==> src/rtl/pixel_raster_binarizer_pkg.sv <==
// Shared raster definitions for the binarizer front end: default frame geometry,
// pixel/coordinate widths and the raster FSM state encoding.
package pixel_raster_binarizer_pkg;

  localparam int FRAME_W_DEF = 640;
  localparam int FRAME_H_DEF = 480;
  localparam int PIX_W_DEF   = 10;
  localparam int COORD_W_DEF = 13;

  typedef enum logic [1:0] {
    IDLE   = 2'd0,
    ACTIVE = 2'd1,
    DONE   = 2'd2
  } raster_state_t;

endpackage

==> src/rtl/pixel_raster_binarizer_frame_mean_acc.sv <==
// Per-frame gray accumulator and mean-threshold latch (built only with ADAPTIVE_THRESHOLD_EN).
// Until the first complete frame has been averaged, the static threshold passes through.
module pixel_raster_binarizer_frame_mean_acc
  import pixel_raster_binarizer_pkg::*;
#(
  parameter int PIX_W  = PIX_W_DEF,
  parameter int PIXELS = FRAME_W_DEF * FRAME_H_DEF
) (
  input  logic             clock_50,
  input  logic             reset,
  input  logic             frame_sync,
  input  logic             accept,
  input  logic             last,
  input  logic [PIX_W-1:0] gray,
  input  logic [PIX_W-1:0] threshold_q,
  output logic [PIX_W-1:0] thr
);

  // Rounded-up reciprocal with 32 + log2(N) fraction bits gives an exact floor for any 32-bit sum.
  localparam int          SHIFT = 32 + $clog2(PIXELS);
  localparam logic [71:0] RECIP = ((72'd1 << SHIFT) + 72'(PIXELS) - 72'd1) / 72'(PIXELS);

  logic [31:0]      sum_q;
  logic [31:0]      sum_base;
  logic [31:0]      sum_next;
  logic [PIX_W-1:0] mean_q;
  logic [PIX_W-1:0] mean_next;
  logic             have_mean;

  always_comb begin
    sum_base  = frame_sync ? 32'd0 : sum_q;
    sum_next  = sum_base + 32'(gray);
    mean_next = PIX_W'((72'(sum_next) * RECIP) >> SHIFT);
  end

  // A frame restarted by frame_sync never reaches 'last', so short frames leave the mean untouched.
  always_ff @(posedge clock_50 or posedge reset) begin
    if (reset) begin
      sum_q     <= '0;
      mean_q    <= '0;
      have_mean <= 1'b0;
    end else begin
      if (accept) begin
        sum_q <= sum_next;
      end else if (frame_sync) begin
        sum_q <= '0;
      end
      if (accept && last) begin
        mean_q    <= mean_next;
        have_mean <= 1'b1;
      end
    end
  end

  assign thr = have_mean ? mean_q : threshold_q;

endmodule

==> src/rtl/pixel_raster_binarizer.sv <==
// Raster counters, frame framing and threshold decision feeding the linear classifier.
// Define ADAPTIVE_THRESHOLD_EN to replace the static threshold with the previous frame's mean.
module pixel_raster_binarizer
  import pixel_raster_binarizer_pkg::*;
#(
  parameter int FRAME_W = FRAME_W_DEF,
  parameter int FRAME_H = FRAME_H_DEF,
  parameter int PIX_W   = PIX_W_DEF,
  parameter int COORD_W = COORD_W_DEF
) (
  input  logic               clock_50,
  input  logic               reset,
  input  logic               frame_sync,
  input  logic               pix_valid,
  input  logic [PIX_W-1:0]   gray,
  input  logic [PIX_W-1:0]   threshold,
  output logic [COORD_W-1:0] true_x,
  output logic [COORD_W-1:0] true_y,
  output logic [PIX_W-1:0]   binarized_value,
  output logic               pix_out_valid,
  output logic               frame_done,
  output logic               short_frame,
  output logic [15:0]        frame_count
);

  localparam logic [COORD_W-1:0] X_LAST = COORD_W'(FRAME_W - 1);
  localparam logic [COORD_W-1:0] Y_LAST = COORD_W'(FRAME_H - 1);

  raster_state_t      state_q;
  raster_state_t      state_next;
  logic [COORD_W-1:0] x_cnt;
  logic [COORD_W-1:0] y_cnt;
  logic [COORD_W-1:0] eff_x;
  logic [COORD_W-1:0] eff_y;
  logic [COORD_W-1:0] x_next;
  logic [COORD_W-1:0] y_next;
  logic               in_frame;
  logic               pix_accept;
  logic               pix_last;
  logic [PIX_W-1:0]   thr_reg;
  logic [PIX_W-1:0]   thr;

  always_ff @(posedge clock_50 or posedge reset) begin
    if (reset) begin
      state_q <= IDLE;
    end else begin
      state_q <= state_next;
    end
  end

  // frame_sync takes effect before a pixel in the same cycle, so that pixel lands at (0,0).
  always_comb begin
    state_next = state_q;
    eff_x      = frame_sync ? '0 : x_cnt;
    eff_y      = frame_sync ? '0 : y_cnt;
    in_frame   = frame_sync || (state_q == ACTIVE);
    pix_accept = pix_valid && in_frame;
    pix_last   = pix_accept && (eff_x == X_LAST) && (eff_y == Y_LAST);
    x_next     = eff_x;
    y_next     = eff_y;
    if (pix_accept) begin
      if (eff_x == X_LAST) begin
        x_next = '0;
        y_next = (eff_y == Y_LAST) ? '0 : eff_y + 1'b1;
      end else begin
        x_next = eff_x + 1'b1;
      end
    end
    case (state_q)
      IDLE, DONE: begin
        if (frame_sync) begin
          state_next = pix_last ? DONE : ACTIVE;
        end
      end
      ACTIVE: begin
        if (pix_last) begin
          state_next = DONE;
        end
      end
      default: state_next = IDLE;
    endcase
  end

  always_ff @(posedge clock_50 or posedge reset) begin
    if (reset) begin
      x_cnt       <= '0;
      y_cnt       <= '0;
      thr_reg     <= '0;
      short_frame <= 1'b0;
      frame_count <= '0;
    end else begin
      x_cnt   <= x_next;
      y_cnt   <= y_next;
      thr_reg <= threshold;
      if (frame_sync && (state_q == ACTIVE)) begin
        short_frame <= 1'b1;
      end
      if (pix_last) begin
        frame_count <= frame_count + 16'd1;
      end
    end
  end

`ifdef ADAPTIVE_THRESHOLD_EN
  pixel_raster_binarizer_frame_mean_acc #(
    .PIX_W  (PIX_W),
    .PIXELS (FRAME_W * FRAME_H)
  ) u_mean_acc (
    .clock_50    (clock_50),
    .reset       (reset),
    .frame_sync  (frame_sync),
    .accept      (pix_accept),
    .last        (pix_last),
    .gray        (gray),
    .threshold_q (thr_reg),
    .thr         (thr)
  );
`else
  assign thr = thr_reg;
`endif

  // Idle cycles drive a zero value because the classifier accumulates on every clock.
  always_ff @(posedge clock_50 or posedge reset) begin
    if (reset) begin
      true_x          <= '0;
      true_y          <= '0;
      binarized_value <= '0;
      pix_out_valid   <= 1'b0;
      frame_done      <= 1'b0;
    end else begin
      pix_out_valid <= pix_accept;
      frame_done    <= pix_last;
      if (pix_accept) begin
        true_x          <= eff_x;
        true_y          <= eff_y;
        binarized_value <= {PIX_W{gray >= thr}};
      end else begin
        binarized_value <= '0;
      end
    end
  end

endmodule

==> config.mk <==
export PLATFORM = sky130hd
export DESIGN_NAME = pixel_raster_binarizer
export DESIGN_NICKNAME = d
export VERILOG_FILES = /design/src/rtl/pixel_raster_binarizer_pkg.sv /design/src/rtl/pixel_raster_binarizer_frame_mean_acc.sv /design/src/rtl/pixel_raster_binarizer.sv
export SDC_FILE = /design/constraint.sdc
export NUM_CORES = 1
export LEC_CHECK = 0
export ABC_AREA = 1
export CORE_MARGIN = 2
export CORE_UTILIZATION = 24
export CTS_CLUSTER_SIZE = 10
export DETAILED_ROUTE_END_ITERATION = 16
export PLACE_DENSITY = 0.48
export SYNTH_ARGS = -nofsm -noshare
export SYNTH_HDL_FRONTEND = slang
export SYNTH_HIERARCHICAL = 1
export SYNTH_SLANG_ARGS = --single-unit
==> constraint.sdc <==
create_clock -name clock_50 -period 2.55 [get_ports clock_50]
set_input_delay 0.3825 -clock clock_50 [delete_from_list [all_inputs] [get_ports clock_50]]
set_output_delay 0.3825 -clock clock_50 [all_outputs]
set_load 0.02 [all_outputs]
## Word-level counts from Yosys, hierarchy flattened

Index checks and enable logic that the tools add are counted.

- Register bits after elaboration: 93
- Input bits: 24
- Output and inout port bits: 55
- Word-level logic and storage cells: 41

- Add/subtract/negate cells: 3
- Order comparisons: 1
- Eq/ne operators: 6
- Muxes and demuxes: 12
- Reduce and logical (&&, ||, !) cells: 8

Operator list:

| operator | number |
|---|---|
| 13-bit 2-to-1 mux | 7 |
| 13-bit by 1-bit adder with 13-bit output (second input constant) | 2 |
| 16-bit by 1-bit adder with 16-bit output (second input constant) | 1 |
| 13-bit by 10-bit equality test with 1-bit output (second input constant) | 1 |
| 13-bit by 9-bit equality test with 1-bit output (second input constant) | 1 |
| 10-bit >= comparator | 1 |
| 10-bit 2-to-1 mux | 1 |
| 2-bit 2-to-1 mux | 3 |
| 1-bit logical AND | 4 |
| 2-bit inequality test (second input constant) | 2 |
| 2-bit one-hot mux with 2 select lines | 1 |
| 2-bit by 1-bit equality test with 1-bit output (second input constant) | 1 |
| 2-bit equality test (second input constant) | 1 |
| 2-bit logical NOT | 1 |
| 2-bit AND reduction | 1 |
| 2-bit OR reduction | 1 |
| 1-bit logical OR | 1 |

## Logic depth before layout (Yosys ltp)

Gate-level depths: netlist of the first run.

- Depth after elaboration: 8
- Depth in mapped cells: 17
- Gate-level depth less buffers: 13

## Worst setup path after synthesis of the first run

OpenSTA, ideal clock, no wires.

- Path type: input to register
- Start point: input frame_sync
- End point: register frame_count[3]
- Setup time: 0.117 ns
- Arrival: 2.108 ns
- Required time: 2.433 ns
- Setup slack: 0.325 ns
- Stages on the path: 16
- Buffers on the path: 5
- Cells stage by stage: buf_6 > inv_6 > buf_12 > buf_6 > buf_6 > nand2_1 > inv_1 > ha_1 > nand2_1 > nor2_4 > nand4_1 > nor2_2 > nand3_4 > buf_6 > nand2_1 > nand2_1

- Elaborated cells on any way between the ends: 8
- Classes of those cells: 2 x eq/ne; 2 x mux; 4 x reduce/logical

RTL lines:

| element | line | source |
|---|---|---|
| from (decl) | pixel_raster_binarizer.sv:13 | `input logic frame_sync,` |
| 13-bit 2-to-1 mux | pixel_raster_binarizer.sv:55 | `eff_y = frame_sync ? '0 : y_cnt;` |
| named net eff_y[1] | pixel_raster_binarizer.sv:34 | `logic [COORD_W-1:0] eff_y;` |
| 13-bit by 9-bit equality test with 1-bit output | pixel_raster_binarizer.sv:58 | `pix_last = pix_accept && (eff_x == X_LAST) && (eff_y == Y_LAST);` |
| 1-bit logical AND | pixel_raster_binarizer.sv:58 |  |
| to (signal assigned) | pixel_raster_binarizer.sv:99 | `frame_count <= frame_count + 16'd1;` |
| to (decl) | pixel_raster_binarizer.sv:23 | `output logic [15:0] frame_count` |

The timed path passes the listed nets, and every way through them passes these cells.
A chain may end at the register's enable or synchronous reset.

## Final worst setup path of the first run

- Start point: input frame_sync
- End point: register frame_count[2]

The elaborated chain is that of the path after synthesis.

==> summary.md, run 1 <==
| Metric | Value |
|---|---|
| Outcome | finished clean |
| Worst r2r src | y_cnt[0]$_DFF_PP0_ |
| Count of cell types in the netlist | 37 |
| Most frequent cell after synthesis | nand2_1 |
| Worst R2R Setup Slack | 530 ps |
| CTS tree | yes |
| Register with the most flip-flops | frame_count |
| RD Place Congestion | 0.8680 |
| First-pass GRT wire length | 21,100 um |
| Setup TNS | 0 ps |
| Post-synth top cells | nand2_1, dfrtp_1, nor2_1 |
| Area grow syn2layout | 31.21% |
| Slew margin rel. | 0.6704 |
| All-layer global routing usage | 0.1333 |
| Initial Util | 0.2449 |
| Crit Path Category | primary input to flop |
| Gate power share | 0.073 |
| Tcrit/Tclk final | 0.8924 |
| Clk pin slew, worst setup/hold paths | 60 ps |
| Clock sinks | 84 |
| Worst skew pair latency | about 350 ps |
| Crit path DAT | between 2000 and 3000 ps |
| Drt first pass iters | 5 |
| DRC | 0 |
| Pwr Density | 523.5 nW/um^2 |
| Max reg flops | 16 |
| Final Skew | ~9.6 ps |
| Routed vias | 3,994 |
| Yosys warns | 6 |
| Vias in the first global route | ~4,100 |
| Die H | 142.2 um |
| Post-Syn Area | 4582 sq um |
| Initial antenna violation count | 0 |
| Layout cells sized above 1 | 0.1108 |
| EDFF count, synth | 0 |
| Number of core rows | 50 |
| Crit end category | flop |
| Placed insts | roughly 900 |
| Pleak | around 2.7 nW |
| Worst setup SP type | primary input |
| Post-CTS setup buffer count | 0 |
| Port bufs | 78 |
| H-tree depth | 3 |
| Die Area | 20,210 sq um |
| Yosys reg bits | 84 |
| Core Region | 18,710 sq um |
| Via density per instance | 4.473 |
| Synth area leaders | dfrtp_1, nand2_1, nor2_1, nand3_1, inv_1 |
| Max cap viols | 0 |
| GRT overflow | 0 |
| Post-DP HPWL | 9473 um |
| Final ANT Viol Nets | 0 |
| VDD IR max | 331.2 uV |
| Mean Syn Cell Area | 8.067 sq um |
| Synthesized instance count | 568 |
| Post-cts resize count | 0 |
| Die width | approximately 140 um |
| Final wirelength | 12,780 um |
| Fin cells | 893 |
| Hold-fix buffers at CTS | 0 |
| Top cell type by total area after synthesis | dfrtp_1 |
| Yosys top cell area share | 0.4588 |
| Hold crit path type | primary input to async pin |
| Routed WL per cell | 14.31 um |
| RR Endpoint | frame_count[2]$_DFFE_PP0P_ |
| Fin. max-slew vios | 0 |
| Top_reg_cell synth | dfrtp_1 |
| Max clock buf depth | 2 |
| Util after Layout | 0.3214 |
| Net Sw Frac | 0.2253 |
| Clk pwr share | 0.495 |
| Fin crit period | about 2300 ps |
| Final instance area | 6012 sq um |
| RSZ-0062 raised after global routing | no |
| Ant diodes | 0 |
| Internal cell power | 0.002438 W |
| Fin nets | about 690 |
| CP Data Required Time | 2790 ps |
| Final hold viol count | 0 |
| Post-synthesis sequential area ratio | 0.4588 |
| Async S/R FF share, synth | 1.000 |
| Largest net degree at the start of global routing | 54 |
| CTS root buf | clkbuf_16 |
| Final setup viols | 0 |
| DR iter-0 viols | about 240 |
| CTS Buf Count | 9 |
| Hold WS | 370.5 ps |
| Crit path max fanout | 17 |
| Mapped Nets | around 610 |
| Switching pwr | 0.0007092 W |
| Flop pwr share | 0.432 |
| Instance area at placement | about 5700 sq um |
| Ports | 79 |
| Maximum clock frequency | 0.4394 GHz |
| Cells on worst reg2reg path | 10 |
| Slew at the pin closest to its max-slew limit | 493.9 ps |
## final cells by class
type                    instances  area, sq um
clock inverters                 5        107.6
well taps                     234        292.8
flip-flops and latches         84         2102
inverters                      62        241.5
repair buffers                 99        963.4
fillers                      1953        12690
clock buffers                  11        242.7
multi-input cells             398         2062
## worst max-delay path, cell delays in order
cell and delay, ps:
clkdlybuf4s50_1 560, inv_6 150, nand2_1 70, inv_1 60, ha_1 170, nand2_1 90, nor2_4 240, nand4_1 140
nor2_2 220, nand3_4 240, nand2_1 120, o21ai_1 70
## per-layer routing
layer  up-vias  track usage  routed length, um
met5         -            0                  0
met4         0      0.05474                292
li1       1985            -                  -
met2        97       0.2082               5609
met3        20      0.02557                485
met1      1892       0.1811               6392
## power by group through the flow
stage                     registers [W]  clock network, W  logic, W
after floorplan                 0.00139                 0  0.000134
after global placement          0.00138                 0  0.000233
after detailed placement        0.00138                 0  0.000237
after CTS                       0.00136           0.00161  0.000237
after global routing            0.00136           0.00166  0.000257
final                           0.00136           0.00156  0.000229
## kinds of logic (layout without fill, tap and decap cells)
kind of cell             count (synthesis)  after routing  share of synthesized area
XOR/XNOR                                21             21                    0.04014
buffers and inverters                   86            177                    0.09121
AND/OR/NAND/NOR                        313            313                     0.3151
AO/OA/AOI/OAI                           51             51                    0.05926
adder cells (fa/ha/maj)                 13             13                    0.03550
flip-flops                              84             84                     0.4588
## stage by stage
stage,power (W),worst slack (ps)
global route,0.003274,14.21
CTS,0.003209,272.8
floorplan,0.001523,2.356
detailed placement,0.001621,-86.73
finish,0.003147,274.4
global placement,0.001616,-38.05
## layout by cell type, fill, tap and decap left out, drive strengths merged
cell,count
nor4,1
ha,13
xnor2,11
o21a,1
o21bai,1
nand3,48
a21oi,14
dfrtp,84
bufinv,3
nor3,6
inv,62
o211ai,1
nor2,74
a211oi,1
nand4,22
clkbuf,11
o21ai,31
clkinv,2
nand2,162
buf,21
o2111ai,1
clkdlybuf4s50,78
xor2,10
o31ai,1
## worst max path at each step
stage | start | cells past startpoint | slack, ps | endpoint
global route | frame_sync | 12 | 10 | frame_count[2]$_DFFE_PP0P_
floorplan | reset | 1 | 2 | binarized_value[8]$_DFF_PP0_
global placement | frame_sync | 10 | -40 | frame_count[14]$_DFFE_PP0P_
CTS | frame_sync | 12 | 270 | frame_count[2]$_DFFE_PP0P_
finish | frame_sync | 12 | 270 | frame_count[2]$_DFFE_PP0P_
detailed placement | frame_sync | 12 | -90 | frame_count[2]$_DFFE_PP0P_
Power figures use the tool's default switching activity.
==> inputs of run 2 (changes only) <==
--- a/config.mk
+++ b/config.mk
@@ -15,3 +15,4 @@
 export SYNTH_HDL_FRONTEND = slang
 export SYNTH_HIERARCHICAL = 1
 export SYNTH_SLANG_ARGS = --single-unit
+export TNS_END_PERCENT = 30
==> results of run 2 <==
No change in the layout: final DEF, timing and power equal those of run 1.
